### src/rtl/mem_access_ctrl.sv
// mem_access_ctrl
//   Multi-cycle sequencer between the MEM pipeline stage and a word-addressed
//   data memory. It latches one load/store request, drives the memory port for
//   WAIT_CYCLES cycles, and then returns the result. While an access is in
//   flight, ready is held low so that the pipeline freezes.
//
// Ports
//   clk, rst         rising-edge clock, asynchronous active-high reset
//   wr_req, rd_req   store / load request levels (wr_req wins when both set)
//   addr, wdata      CPU byte address (bits[1:0] ignored) and store data
//   ready            1 = idle with no request, or access completing this cycle
//   rdata            registered load result, valid in DONE
//   addr_err         registered, 1 in DONE when the latched address was out of range
//   mem_w_en         memory write enable, single-cycle pulse at the end of a store
//   mem_r_en         memory read enable, high for every ACCESS cycle of a load
//   mem_addr         memory byte offset (addr - ADDR_BASE, word aligned)
//   mem_wdata        memory write data
//   mem_rdata        combinational read data from memory
module mem_access_ctrl #(
  parameter int unsigned WAIT_CYCLES = 4,
  parameter logic [31:0] ADDR_BASE   = 32'd1024,
  parameter int unsigned DEPTH_WORDS = 32
) (
  input  logic        clk,
  input  logic        rst,
  input  logic        wr_req,
  input  logic        rd_req,
  input  logic [31:0] addr,
  input  logic [31:0] wdata,
  output logic        ready,
  output logic [31:0] rdata,
  output logic        addr_err,
  output logic        mem_w_en,
  output logic        mem_r_en,
  output logic [31:0] mem_addr,
  output logic [31:0] mem_wdata,
  input  logic [31:0] mem_rdata
);

  localparam logic [1:0] S_IDLE   = 2'd0;
  localparam logic [1:0] S_ACCESS = 2'd1;
  localparam logic [1:0] S_DONE   = 2'd2;

  localparam logic [3:0]  CNT_INIT = 4'(WAIT_CYCLES - 1);
  localparam logic [31:0] ADDR_END = ADDR_BASE + 32'(4 * DEPTH_WORDS);

  logic [1:0]  state;
  logic [3:0]  cnt;
  logic        op_wr;
  logic        in_range;
  logic [31:0] off_q;
  logic [31:0] wdata_q;

  logic        req;
  logic [31:0] addr_al;
  logic [31:0] req_off;
  logic        req_ok;

  assign req     = wr_req | rd_req;
  assign addr_al = {addr[31:2], 2'b00};
  assign req_off = addr_al - ADDR_BASE;
  assign req_ok  = (addr_al >= ADDR_BASE) && (addr_al < ADDR_END);

  // The offset and range verdict are computed from the incoming address and
  // registered at latch time. This is equivalent to checking the latched
  // address afterwards, and it keeps mem_addr at 0 out of reset.
  always_ff @(posedge clk or posedge rst) begin
    if (rst) begin
      state    <= S_IDLE;
      cnt      <= '0;
      op_wr    <= 1'b0;
      in_range <= 1'b0;
      off_q    <= '0;
      wdata_q  <= '0;
      rdata    <= '0;
      addr_err <= 1'b0;
    end else begin
      case (state)
        S_IDLE: begin
          if (req) begin
            op_wr    <= wr_req;
            off_q    <= req_off;
            wdata_q  <= wdata;
            in_range <= req_ok;
            cnt      <= CNT_INIT;
            addr_err <= 1'b0;
            state    <= S_ACCESS;
          end
        end
        S_ACCESS: begin
          if (cnt == 4'd0) begin
            rdata    <= (!op_wr && in_range) ? mem_rdata : '0;
            addr_err <= ~in_range;
            state    <= S_DONE;
          end else begin
            cnt <= cnt - 4'd1;
          end
        end
        S_DONE:  state <= S_IDLE;
        default: state <= S_IDLE;
      endcase
    end
  end

  always_comb begin
    ready = 1'b0;
    case (state)
      S_IDLE:  ready = ~req;
      S_DONE:  ready = 1'b1;
      default: ready = 1'b0;
    endcase
  end

  assign mem_r_en  = (state == S_ACCESS) && in_range && !op_wr;
  assign mem_w_en  = (state == S_ACCESS) && in_range && op_wr && (cnt == 4'd0);
  assign mem_addr  = off_q;
  assign mem_wdata = wdata_q;

endmodule

### config.mk
export PLATFORM = sky130hd
export DESIGN_NAME = mem_access_ctrl
export DESIGN_NICKNAME = d
export VERILOG_FILES = /design/src/rtl/mem_access_ctrl.sv
export SDC_FILE = /design/constraint.sdc
export NUM_CORES = 1
export LEC_CHECK = 0
export ABC_AREA = 1
export BUFFER_PORTS_ARGS = -buffer_cell sky130_fd_sc_hd__buf_2
export CAP_MARGIN = 30
export CORE_MARGIN = 4
export CORE_UTILIZATION = 48
export DETAILED_ROUTE_END_ITERATION = 12
export GPL_TIMING_DRIVEN = 0
export PLACE_DENSITY = 0.82
export SLEW_MARGIN = 20
export SYNTH_ARGS = -nofsm -noshare
export SYNTH_HDL_FRONTEND = slang
export SYNTH_SLANG_ARGS = --single-unit
### constraint.sdc
create_clock -name clk -period 4.2 [get_ports clk]
set_input_delay 0.63 -clock clk [delete_from_list [all_inputs] [get_ports clk]]
set_output_delay 0.63 -clock clk [all_outputs]
set_load 0.03 [all_outputs]
### Word-level counts from Yosys, hierarchy flattened

Cells that the tools add are included.

| word-level totals | value |
|---|---|
| register bits after elaboration | 105 |
| input bits | 100 |
| output and inout port bits | 100 |

| operators by class | value |
|---|---|
| add/subtract/negate cells | 2 |
| $lt $le $gt $ge | 2 |
| equal/unequal tests | 5 |
| mux-type cells | 11 |
| bitwise logic cells | 3 |
| reductions and logical operators | 15 |

Operators by type and width:

| operator | number |
|---|---|
| $ge 32x11->1 const B | 1 |
| $lt 32x11->1 const B | 1 |
| $mux 32 | 1 |
| $sub 32x11->32 const B | 1 |
| $mux 4 | 2 |
| $pmux 4 s2 | 1 |
| $logic_and 1x1->1 | 6 |
| $ne 2x2->1 const B | 3 |
| $reduce_and 2->1 | 3 |
| $reduce_and 3->1 | 2 |
| $logic_not 4->1 | 1 |
| $mux 2 | 2 |
| $pmux 1 s2 | 2 |
| $pmux 2 s2 | 1 |
| $sub 4x1->4 const B | 1 |
| $eq 2x1->1 const B | 1 |
| $eq 2x2->1 const B | 1 |
| $logic_not 2->1 | 1 |
| $mux 1 | 2 |
| $not 1->1 | 2 |
| $reduce_bool 2->1 | 1 |
| $logic_not 1->1 | 1 |
| $or 1x1->1 | 1 |

### Depth between registers and ports, before layout

Gate-level depths: netlist of run 1.

| depth | value |
|---|---|
| depth in word-level cells | 4 |
| mapped depth | 9 |
| gate-level depth less buffers | 9 |

### Worst setup path before layout of run 1

Ideal clock, no wire load.

| timing | value |
|---|---|
| path type | reg2out |
| from | register cnt[0] |
| to | output mem_w_en |
| data arrival time | 1.429 ns |
| setup slack | 2.141 ns |
| stages on the path, launching flop included | 8 |
| cells stage by stage | dfrtp_1 -> inv_1 -> ha_1 -> nand2_1 -> nor2_1 -> nand2_1 -> buf_2 -> nor2_1 |

| on the way | value |
|---|---|
| longest elaborated chain between the ends | 2 |

Ends and longest elaborated chain:

| what | RTL line | RTL |
|---|---|---|
| start: declaration | 48 | `logic [3:0] cnt;` |
| start signal: assignment | 96 | `cnt <= cnt - 4'd1;` |
| $logic_not 4->1 | 115 | `assign mem_w_en = (state == S_ACCESS) && in_range && op_wr && (cnt == 4'd0);` |
| $logic_and 1x1->1 | 115 |  |
| end: declaration | 33 | `output logic mem_w_en,` |

No other way between the ends.

### Final worst setup path of run 1

Same ends and word-level chain as after synthesis.

==> results of run 1 <==
==> report_power, final <==
part / internal, uW / switching (uW)
combinational: 509 / 1280
sequential: 1320 / 182
clock: 242 / 368
==> worst max-delay path by stage <==
stage / from / end / slack (ps) / cells past startpoint
after floorplan: rst / addr_err / 870 / 1
after global placement: rst / mem_wdata[24] / -220 / 2
after detailed placement: cnt[0] / mem_w_en / 2130 / 8
after CTS: cnt[0] / mem_w_en / 1710 / 8
after global routing: cnt[0] / mem_w_en / 1610 / 8
final: cnt[0] / mem_w_en / 1720 / 8
==> sequential cells by signal, indices dropped and copies added, names as in the netlist <==
register / flops
rdata: 32
cnt: 4
mem_addr: 30
in_range: 1
mem_wdata: 32
state: 2
addr_err: 1
op_wr: 1
==> kinds of logic (layout without fill, tap and decap cells) <==
group,after synthesis,after routing
AOI/OAI and AO/OA,63,63
and+or+nand+nor,299,299
adders and majority gates,3,3
xor gates and xnor gates,4,4
DFF,103,103
other,1,2
buffers and inverters,65,277
==> cells in the final DEF (no fill, tap or decap), drive strengths merged <==
cell type	instances
clkinvlp	1
a21oi	6
inv	44
a32o	26
nand3	21
nand3b	1
nor3	2
xor2	3
nor2	62
a31oi	10
conb	2
clkbuf	11
o21ai	21
clkinv	2
dfrtp	103
nand4	8
nand2	205
buf	219
ha	3
xnor2	1
==> synth_stat cells <==
cell / count
nand2_1: 203
dfrtp_1: 103
nor2_1: 55
inv_1: 34
a32o_1: 26
nand3_1: 21
o21ai_1: 18
buf_2: 13
a31oi_1: 10
nand4_1: 8
a21oi_1: 6
inv_2: 6
buf_6: 5
nor2_4: 5
buf_4: 3
ha_1: 3
xor2_1: 3
buf_1: 2
nand2_2: 2
nor2_2: 2
nor3_1: 2
o21ai_0: 2
clkbuf_1: 1
clkinv_2: 1
conb_1: 1
nand3b_1: 1
o21ai_2: 1
xnor2_1: 1
==> layout make-up <==
cell class                 instances  area, um2  share of cell area, %
tap                              129      161.4                  2.686
clock buffer                      10      137.6                  2.290
multi-input combinational        371       1764                  29.36
buffer                            24      155.1                  2.582
sequential                       103       2577                  42.89
clock inverter                     6      50.05                 0.8328
inverter                          41      160.2                  2.665
timing repair buffer             196       1003                  16.70
==> metrics by stage <==
step | std cells | setup TNS, ps
4_1_cts | 880 | 0
3_5_place_dp | 864 | 0
3_3_place_gp | 863 | -21980
5_1_grt | 880 | 0
2_1_floorplan | 539 | 0
6_report | 880 | 0
==> routing by layer <==
layer	vias up	GRT usage, %
met1	2041	28.90
met3	18	5.586
met2	190	40.90
met4	0	5.273
li1	2156	-
met5	-	0
==> results.sh, run 1 <==
export IMPL_syn_area_mm2=0.004648
export IMPL_wl_met1_mm=5.343
export IMPL_grt_overflow_total=0
export IMPL_synth_compound_area_share_pct=9.933
export IMPL_synth_xor_area_share_pct=0.7537
export IMPL_synth_top_cell_by_area="dfrtp_1"
export IMPL_drt_initial_drc_count=212
export IMPL_critPathMaxFanout=10
export IMPL_numCtsBuffers=9
export IMPL_place_area_mm2=0.005822
export IMPL_yosys_area_share_simple_pct=26.30
export IMPL_setup_viol=0
export IMPL_final_layout_size_suffix_gt1_share_pct=33.42
export IMPL_rr_endpoint="rdata[7]"
export IMPL_ys_warn_count=0
export IMPL_fill_cells=838
export IMPL_report_final_hold_viol_count=0
export IMPL_cts_resized=0
export IMPL_required_ps=3570
export IMPL_dr_wl_met2_mm=6.519
export IMPL_final_cell_area_mm2=0.006010
export IMPL_top_layer_used="met4"
export IMPL_viasPerCell=5.006
export IMPL_post_place_ws_ps=2126
export IMPL_synth_fa_ha_area_share_pct=0.8075
export IMPL_final_hold_worst_slack_ps=298.9
export IMPL_worstSetupEndpointType="primary output"
export IMPL_synthMuxAreaShare_pct=0
export IMPL_worstSkewPairLatency_ps=360
export IMPL_cts_max_path_buffers=2
export IMPL_drc=0
export IMPL_total_leakage_power_uw=0.003321
export IMPL_hpwl_mm=10.16
export IMPL_max_stage_delay_ps=420
export IMPL_cp_start_kind="register"
export IMPL_cts_hold_fix_buffers=0
export IMPL_finClkSkew_ps=11.71
export IMPL_fp_dieH_um=106.4
export IMPL_cp_cell_sequence="inv_1, ha_1, nand2_1, nor2_1, nand2_1, buf_2, nor2_1, buf_2"
export IMPL_port_buffers=195
export IMPL_finalPower_uw=3902
export IMPL_ys_ff_latch=103
export IMPL_rrSetupSlack_ps=2570
export IMPL_post_drt_wl_per_cell_um=14.83
export IMPL_crit_arrival_ps=1850
export IMPL_cts_sinks=103
export IMPL_clkTransAtPathRegs_ps=110
export IMPL_grt_start_max_net_pins=54
export IMPL_fin_nets=849
export IMPL_cts_tree="done"
export IMPL_rsz0062_at_grt="false"
export IMPL_status="complete, no violations"
export IMPL_avgSynthCellArea_um2=8.640
export IMPL_rows=35
export IMPL_synth_top_area_share_pct=55.45
export IMPL_setup_slack_ps=1723
export IMPL_ir_drop_mv=0.3524
export IMPL_synth_cells=538
export IMPL_crit_family="buffers and inverters"
export IMPL_ant_nets=0
export IMPL_grt_pass1_wl_mm=20.99
export IMPL_place_congestion=0.9160
export IMPL_yosysSeqAreaShare_pct=55.45
export IMPL_fmax_mhz=403.8
export IMPL_rr_startpoint="cnt[0]"
export IMPL_synth_cell_types=28
export IMPL_cap_violations=0
export IMPL_routed_wl_mm=13.05
export IMPL_syn_to_final_growth_pct=29.29
export IMPL_postCtsSetupBuffers=0
export IMPL_cts_htree_levels=3
export IMPL_post_route_util_pct=64.43
export IMPL_firstDrtPassIters=5
export IMPL_fin_crit_ps=2477
export IMPL_slew_viol_final=0
export IMPL_path_buf_inv=3
export IMPL_core_mm2=0.009328
export IMPL_synth_top_family_by_area="simple AND/OR/NAND/NOR gates"
export IMPL_grt_antenna_before_repair=0
export IMPL_num_io_pins=200
export IMPL_yosys_top_cells_area="dfrtp_1 (55%), nand2_1 (16%), a32o_1 (5.6%)"
export IMPL_antenna_cells=0
export IMPL_grt_pass1_vias=4302
export IMPL_grt_use_total_pct=23.23
export IMPL_vias=4405
export IMPL_wl_met3_um=992
export IMPL_crit_path_top_delay_cell="dfrtp_1"
export IMPL_holdCritPathClass="input port to async pin"
export IMPL_p_per_area_mw_per_mm2=649.3
export IMPL_die_area_mm2=0.01132
export IMPL_cts_root_buffer="clkbuf_8"
export IMPL_start_util_pct=49.83
export IMPL_crit_type="register to primary output"
export IMPL_die_w_um=106.4
export IMPL_rr_worst_depth=7
export IMPL_min_period_over_period_pct=58.97
(Power assumes the default switching activity.)
==> inputs of run 2 (changes only) <==
ABC_AREA = 0   (was 1)
CORE_UTILIZATION = 42   (was 48)
PLACE_DENSITY = 0.77   (was 0.82)
clock period = 2.26 ns   (was 4.2 ns; I/O delays follow)
==> run 2 against run 1 <==
Largest power group unchanged. Combinational power is 89% higher. Highest routed layer unchanged. Global-route usage shrank 3.1 points. Clock-buffer cell count grew 1. Non-clock buffer count increased by 12. The flow now finishes with violations (negative setup slack). Via count decreased by 10%. Synthesized area decreased by 6.2%.
==> results.sh, run 2 <==
export IMPL_status="complete, but fails checks"
export IMPL_violations="negative setup slack"
export IMPL_cts_max_path_buffers=2
export IMPL_min_period_over_period_pct=102.0
export IMPL_report_final_hold_viol_count=0
export IMPL_die_w_um=109.9
export IMPL_grt_use_total_pct=20.16
export IMPL_ys_warn_count=0
export IMPL_layout_commonest_cell="buf_2"
export IMPL_async_flop_share_pct=100.0
export IMPL_grt_pass1_wl_mm=19.11
export IMPL_slew_headroom_pct=65.42
export IMPL_syn_to_final_growth_pct=34.62
export IMPL_fin_crit_ps=2306
export IMPL_hpwl_mm=9.328
export IMPL_fmax_mhz=433.6
export IMPL_core_mm2=0.009955
export IMPL_crit_arrival_ps=1970
export IMPL_firstDrtPassIters=4
export IMPL_synth_cell_types=40
export IMPL_synth_edff_count=0
export IMPL_holdCritPathClass="input port to register"
export IMPL_setup_viol=1
export IMPL_required_ps=1920
export IMPL_antenna_cells=0
export IMPL_vias=3950
export IMPL_total_leakage_power_uw=0.003139
export IMPL_die_area_mm2=0.01207
export IMPL_start_util_pct=43.79
export IMPL_fin_nets=752
export IMPL_rows=36
export IMPL_avgSynthCellArea_um2=10.16
export IMPL_syn_area_mm2=0.004359
export IMPL_synth_top_cell_by_area="dfrtp_1"
export IMPL_place_congestion=0.8408
export IMPL_grt_pass1_vias=3897
export IMPL_num_io_pins=200
export IMPL_cts_htree_levels=3
export IMPL_grt_start_max_net_pins=34
export IMPL_cts_root_buffer="clkbuf_8"
export IMPL_clkTransAtPathRegs_ps=90
export IMPL_fp_dieH_um=109.9
export IMPL_drc=0
export IMPL_worst_slew_pin_slew_ps=518.7
export IMPL_synth_top_area_share_pct=59.13
export IMPL_yosys_top_cells_area="dfrtp_1 (59%), nand2_1 (12%), a22o_1 (6.8%)"
export IMPL_cts_tree="done"
export IMPL_final_hold_worst_slack_ps=164.4
export IMPL_ant_nets=0
export IMPL_yosysMostFrequentCell="nand2_1"
export IMPL_port_buffers=195
export IMPL_ys_flop_type="dfrtp_1"
export IMPL_cap_violations=0
export IMPL_fill_cells=893
export IMPL_critPathMaxFanout=2
export IMPL_cp_start_kind="register"
export IMPL_ys_ff_latch=103
export IMPL_yosysSeqAreaShare_pct=59.13
export IMPL_finalPower_uw=7310
export IMPL_grt_overflow_total=0
export IMPL_viasPerCell=5.032
export IMPL_ys_top_cells_by_count="nand2_1 (141), dfrtp_1 (103), a22o_1 (34)"
export IMPL_numCtsBuffers=9
export IMPL_routed_wl_mm=12.21
export IMPL_rsz0062_at_grt="true"
export IMPL_p_per_area_mw_per_mm2=1246
export IMPL_slew_viol_final=0
export IMPL_finClkSkew_ps=7.437
export IMPL_crit_type="register to primary output"
export IMPL_worstSkewPairLatency_ps=350
export IMPL_ir_drop_mv=0.5954
export IMPL_synth_cells=429
export IMPL_worstSetupEndpointType="primary output"
export IMPL_grt_antenna_before_repair=0
export IMPL_cts_sinks=103
export IMPL_final_layout_size_suffix_gt1_share_pct=38.04
export IMPL_drt_initial_drc_count=219
export IMPL_post_drt_wl_per_cell_um=15.55
export IMPL_mostFrequentLayoutCells="buf_2 (197), nand2_1 (141), dfrtp_1 (103), a22o_1 (34), nor2_1 (20)"
export IMPL_setup_slack_ps=-46.32
[run 2: cell count changes after synthesis, moves of 7 or more]
cell / previous run / this run
xor2_1: 3 / 10
nand2_1: 203 / 141
o21ai_0: 2 / 15
a22o_1: 0 / 34
o31ai_1: 0 / 7
nor2_1: 55 / 20
nand3_1: 21 / 7
buf_2: 13 / 4
a32o_1: 26 / 0
o21ai_1: 18 / 1
clkbuf_1: 1 / 14
inv_1: 34 / 7
[run 2: final timing paths]
path,start,slack [ps],cells after the start,to
worst max-delay path,cnt[1],-50,7,mem_w_en
worst min-delay path,wdata[23],160,3,mem_wdata[23]
worst max register to register,cnt[1],290,8,rdata[29]
worst min register to register,mem_wdata[4],480,2,mem_wdata[4]
max in group asynchronous,rst,990,5,mem_addr[18]
min in group asynchronous,rst,540,3,rdata[12]
[run 2: logic make-up after synthesis]
family,Yosys count,share of synthesized area (%)
AOI/OAI and AO/OA,69,11.71
xor gates and xnor gates,12,2.411
adders and majority gates,3,0.8612
buffers and inverters,31,3.645
DFF,103,59.13
muxes,1,0.2583
other,1,0.08603
and+or+nand+nor,209,21.90
[run 2: power breakdown]
group / total [uW] / switching [uW] / internal [uW]
logic: 3390 / 2370 / 1020
registers: 2790 / 337 / 2450
clock network: 1140 / 604 / 532
[run 2: timing repair]
item / CTS / global route
endpoints found under the hold margin: 17 / 0
setup buffers: 6 / 2
setup endpoints to repair: 1 / 2
pin swaps: 2 / 1
hold buffers: 1 / 0
resized for setup: 11 / 2
[run 2: per-layer routing]
layer	global-route usage [%]	vias up	share of wire, %
li1	-	1886	-
met1	25.45	1896	42
met2	34.14	152	48
met3	4.228	16	8.9
met4	7.213	0	1.5
met5	0	-	0
[run 2: metrics by stage]
stage	instances	setup TNS [ps]	area (um2)	util (%)	setup slack, ps
2_1_floorplan	430	0	4367	-	122.9
3_3_place_gp	758	-812.4	5509	55.34	-80.55
3_5_place_dp	762	-1126	5577	56.02	-127.1
4_1_cts	782	-77.78	5844	58.71	-77.78
5_1_grt	785	-116.1	5868	58.95	-116.1
6_report	785	-46.32	5868	58.95	-46.32
[run 2: final cells by class]
| class | count | area [um2] | share of cell area (%) |
|---|---|---|---|
| Buffer | 23 | 128.9 | 2.196 |
| Clock buffer | 11 | 141.4 | 2.409 |
| Clock inverter | 3 | 45.04 | 0.7676 |
| Inverter | 7 | 32.53 | 0.5544 |
| Multi-Input combinational cell | 296 | 1649 | 28.10 |
| Sequential cell | 103 | 2577 | 43.92 |
| Tap cell | 133 | 166.4 | 2.836 |
| Timing Repair Buffer | 209 | 1127 | 19.21 |
[run 2: worst max-delay path: stages (launching register included)]
cell and delay (ps):
dfrtp_1 400, inv_2 80, ha_4 130, or3b_4 380, or2_4 250, inv_4 50, and3_4 190, buf_6 130
==> inputs of run 3 (changes only) <==
CORE_UTILIZATION = 44   (was 42)
CTS_BUF_LIST = sky130_fd_sc_hd__clkbuf_2 sky130_fd_sc_hd__clkbuf_4 sky130_fd_sc_hd__clkbuf_8   (was not set)
PLACE_DENSITY = 0.8   (was 0.77)
SETUP_SLACK_MARGIN = 0.02   (was not set)
==> run 3 against run 2 <==
The flow still finishes with violations (negative setup slack). Clock skew grew 2.4 ps. Sequential share of layout area fell by 0.44 points. Combinational power barely moved. Critical path depth unchanged. Power grew 1.7%. Clock power up 11%. Largest cell class unchanged. Critical path type unchanged.
==> results.sh, run 3 (same netlist as run 2, synthesis figures left out) <==
export IMPL_crit_arrival_ps=1940
export IMPL_setup_slack_ps=-22.48
export IMPL_slew_headroom_pct=64.48
export IMPL_rsz0062_at_grt="true"
export IMPL_grt_start_max_net_pins=37
export IMPL_mostFrequentLayoutCells="buf_2 (198), nand2_1 (141), dfrtp_1 (103), a22o_1 (34), nor2_1 (20)"
export IMPL_grt_antenna_before_repair=0
export IMPL_worstSetupEndpointType="primary output"
export IMPL_critPathMaxFanout=2
export IMPL_cts_max_path_buffers=2
export IMPL_start_util_pct=44.80
export IMPL_crit_type="register to primary output"
export IMPL_rrSetupSlack_ps=40
export IMPL_antenna_cells=0
export IMPL_setup_viol=1
export IMPL_fmax_mhz=438.1
export IMPL_num_io_pins=200
export IMPL_cts_tree="done"
export IMPL_fill_cells=857
export IMPL_violations="negative setup slack"
export IMPL_fin_crit_ps=2282
export IMPL_layout_commonest_cell="buf_2"
export IMPL_die_area_mm2=0.01156
export IMPL_firstDrtPassIters=4
export IMPL_cap_violations=0
export IMPL_hpwl_mm=9.100
export IMPL_vias=3943
export IMPL_cts_root_buffer="clkbuf_8"
export IMPL_p_per_area_mw_per_mm2=1254
export IMPL_drt_initial_drc_count=217
export IMPL_fin_nets=755
export IMPL_clkTransAtPathRegs_ps=100
export IMPL_worstSkewPairLatency_ps=360
export IMPL_grt_overflow_total=0
export IMPL_grt_pass1_wl_mm=19.40
export IMPL_required_ps=1920
export IMPL_rows=36
export IMPL_final_cell_area_mm2=0.005928
export IMPL_status="complete, but fails checks"
export IMPL_place_area_mm2=0.005574
export IMPL_die_w_um=107.5
export IMPL_grt_pass1_vias=3968
export IMPL_ir_drop_mv=0.6017
export IMPL_min_period_over_period_pct=101.0
export IMPL_viasPerCell=4.991
export IMPL_place_congestion=0.8448
export IMPL_fp_dieH_um=107.5
export IMPL_syn_to_final_growth_pct=35.99
export IMPL_post_route_util_pct=60.93
export IMPL_total_leakage_power_uw=0.003184
export IMPL_cts_sinks=103
export IMPL_core_mm2=0.009729
export IMPL_numCtsBuffers=9
export IMPL_report_final_hold_viol_count=0
export IMPL_slew_viol_final=0
export IMPL_ant_nets=0
export IMPL_cp_start_kind="register"
export IMPL_holdCritPathClass="input port to register"
export IMPL_final_layout_size_suffix_gt1_share_pct=38.66
export IMPL_port_buffers=195
export IMPL_drc=0
export IMPL_routed_wl_mm=12.07
export IMPL_cts_htree_levels=3
export IMPL_finClkSkew_ps=9.844
export IMPL_worst_slew_pin_slew_ps=532.8
export IMPL_post_drt_wl_per_cell_um=15.28
export IMPL_final_hold_worst_slack_ps=159.3
export IMPL_grt_use_total_pct=21.21
-- run 3: changes by cell type in the layout (fill, tap and decap cells not counted) --
cell / previous run / this run
clkbuf_4: 1 / 0
inv_2: 2 / 3
o21ai_2: 0 / 1
inv_4: 1 / 0
buf_2: 197 / 198
clkbuf_2: 1 / 0
buf_4: 11 / 14
clkinvlp_4: 3 / 1
clkbuf_8: 10 / 13
inv_6: 0 / 1
clkinv_4: 0 / 1
o21ai_1: 1 / 0
-- run 3: cell type report --
cell class	count	area [um2]	share of cell area (%)
flip-flops and latches	103	2577	43.48
clock inverters	3	47.55	0.8020
well taps	133	166.4	2.807
multi-input cells	296	1653	27.88
repair buffers	212	1147	19.35
plain buffers	23	127.6	2.153
inverters	7	30.03	0.5065
clock buffers	13	178.9	3.018
-- run 3: power breakdown --
| part | switching [uW] | internal [uW] | total, uW | leakage (uW) |
|---|---|---|---|---|
| clock network | 623 | 640 | 1260 | 0.000116 |
| logic | 2360 | 1020 | 3390 | 0.00175 |
| registers | 334 | 2450 | 2780 | 0.00131 |
-- run 3: worst paths after layout --
kind                                  start            end  depth (start not counted)
worst min-delay path              wdata[24]  mem_wdata[24]                          3
max in group asynchronous               rst   mem_addr[31]                          5
worst max-delay path                 cnt[0]       mem_w_en                          7
worst min register to register  mem_addr[8]    mem_addr[8]                          2
worst max register to register       cnt[0]       addr_err                         14
min in group asynchronous               rst      rdata[17]                          3
-- run 3: what timing repair did --
| action | CTS | global route |
|---|---|---|
| resized for setup | 10 | 1 |
| hold buffers | 1 | 0 |
| endpoints found under the hold margin | 2 | 0 |
| pin swaps | 2 | 1 |
| endpoints found under the setup margin | 1 | 12 |
| buffers inserted | 11 | 1 |
-- run 3: critical path, stage by stage, from the launching register on --
cell     delay [ps]
dfrtp_1         400
inv_2            80
ha_4            120
or3b_4          370
or2_4           240
inv_2            60
and3_4          180
buf_6           120
-- run 3: per-stage QoR --
stage | power (uW) | std cells | setup slack [ps] | TNS, ps
2_1_floorplan | 4965 | 430 | 122.9 | 0
3_3_place_gp | 5968 | 758 | -28.39 | -229.5
3_5_place_dp | 6092 | 762 | -49.78 | -350.3
4_1_cts | 7492 | 789 | -46.94 | -46.94
5_1_grt | 7989 | 790 | -82.02 | -122.9
6_report | 7432 | 790 | -22.48 | -22.48
-- run 3: routing by layer --
metal / routed length, um / vias to the layer above / track usage, %
li1: - / 1898 / -
met1: 5276 / 1876 / 28.09
met2: 5782 / 152 / 35.30
met3: 836 / 17 / 3.959
met4: 178 / 0 / 6.763
met5: 0 / - / 0
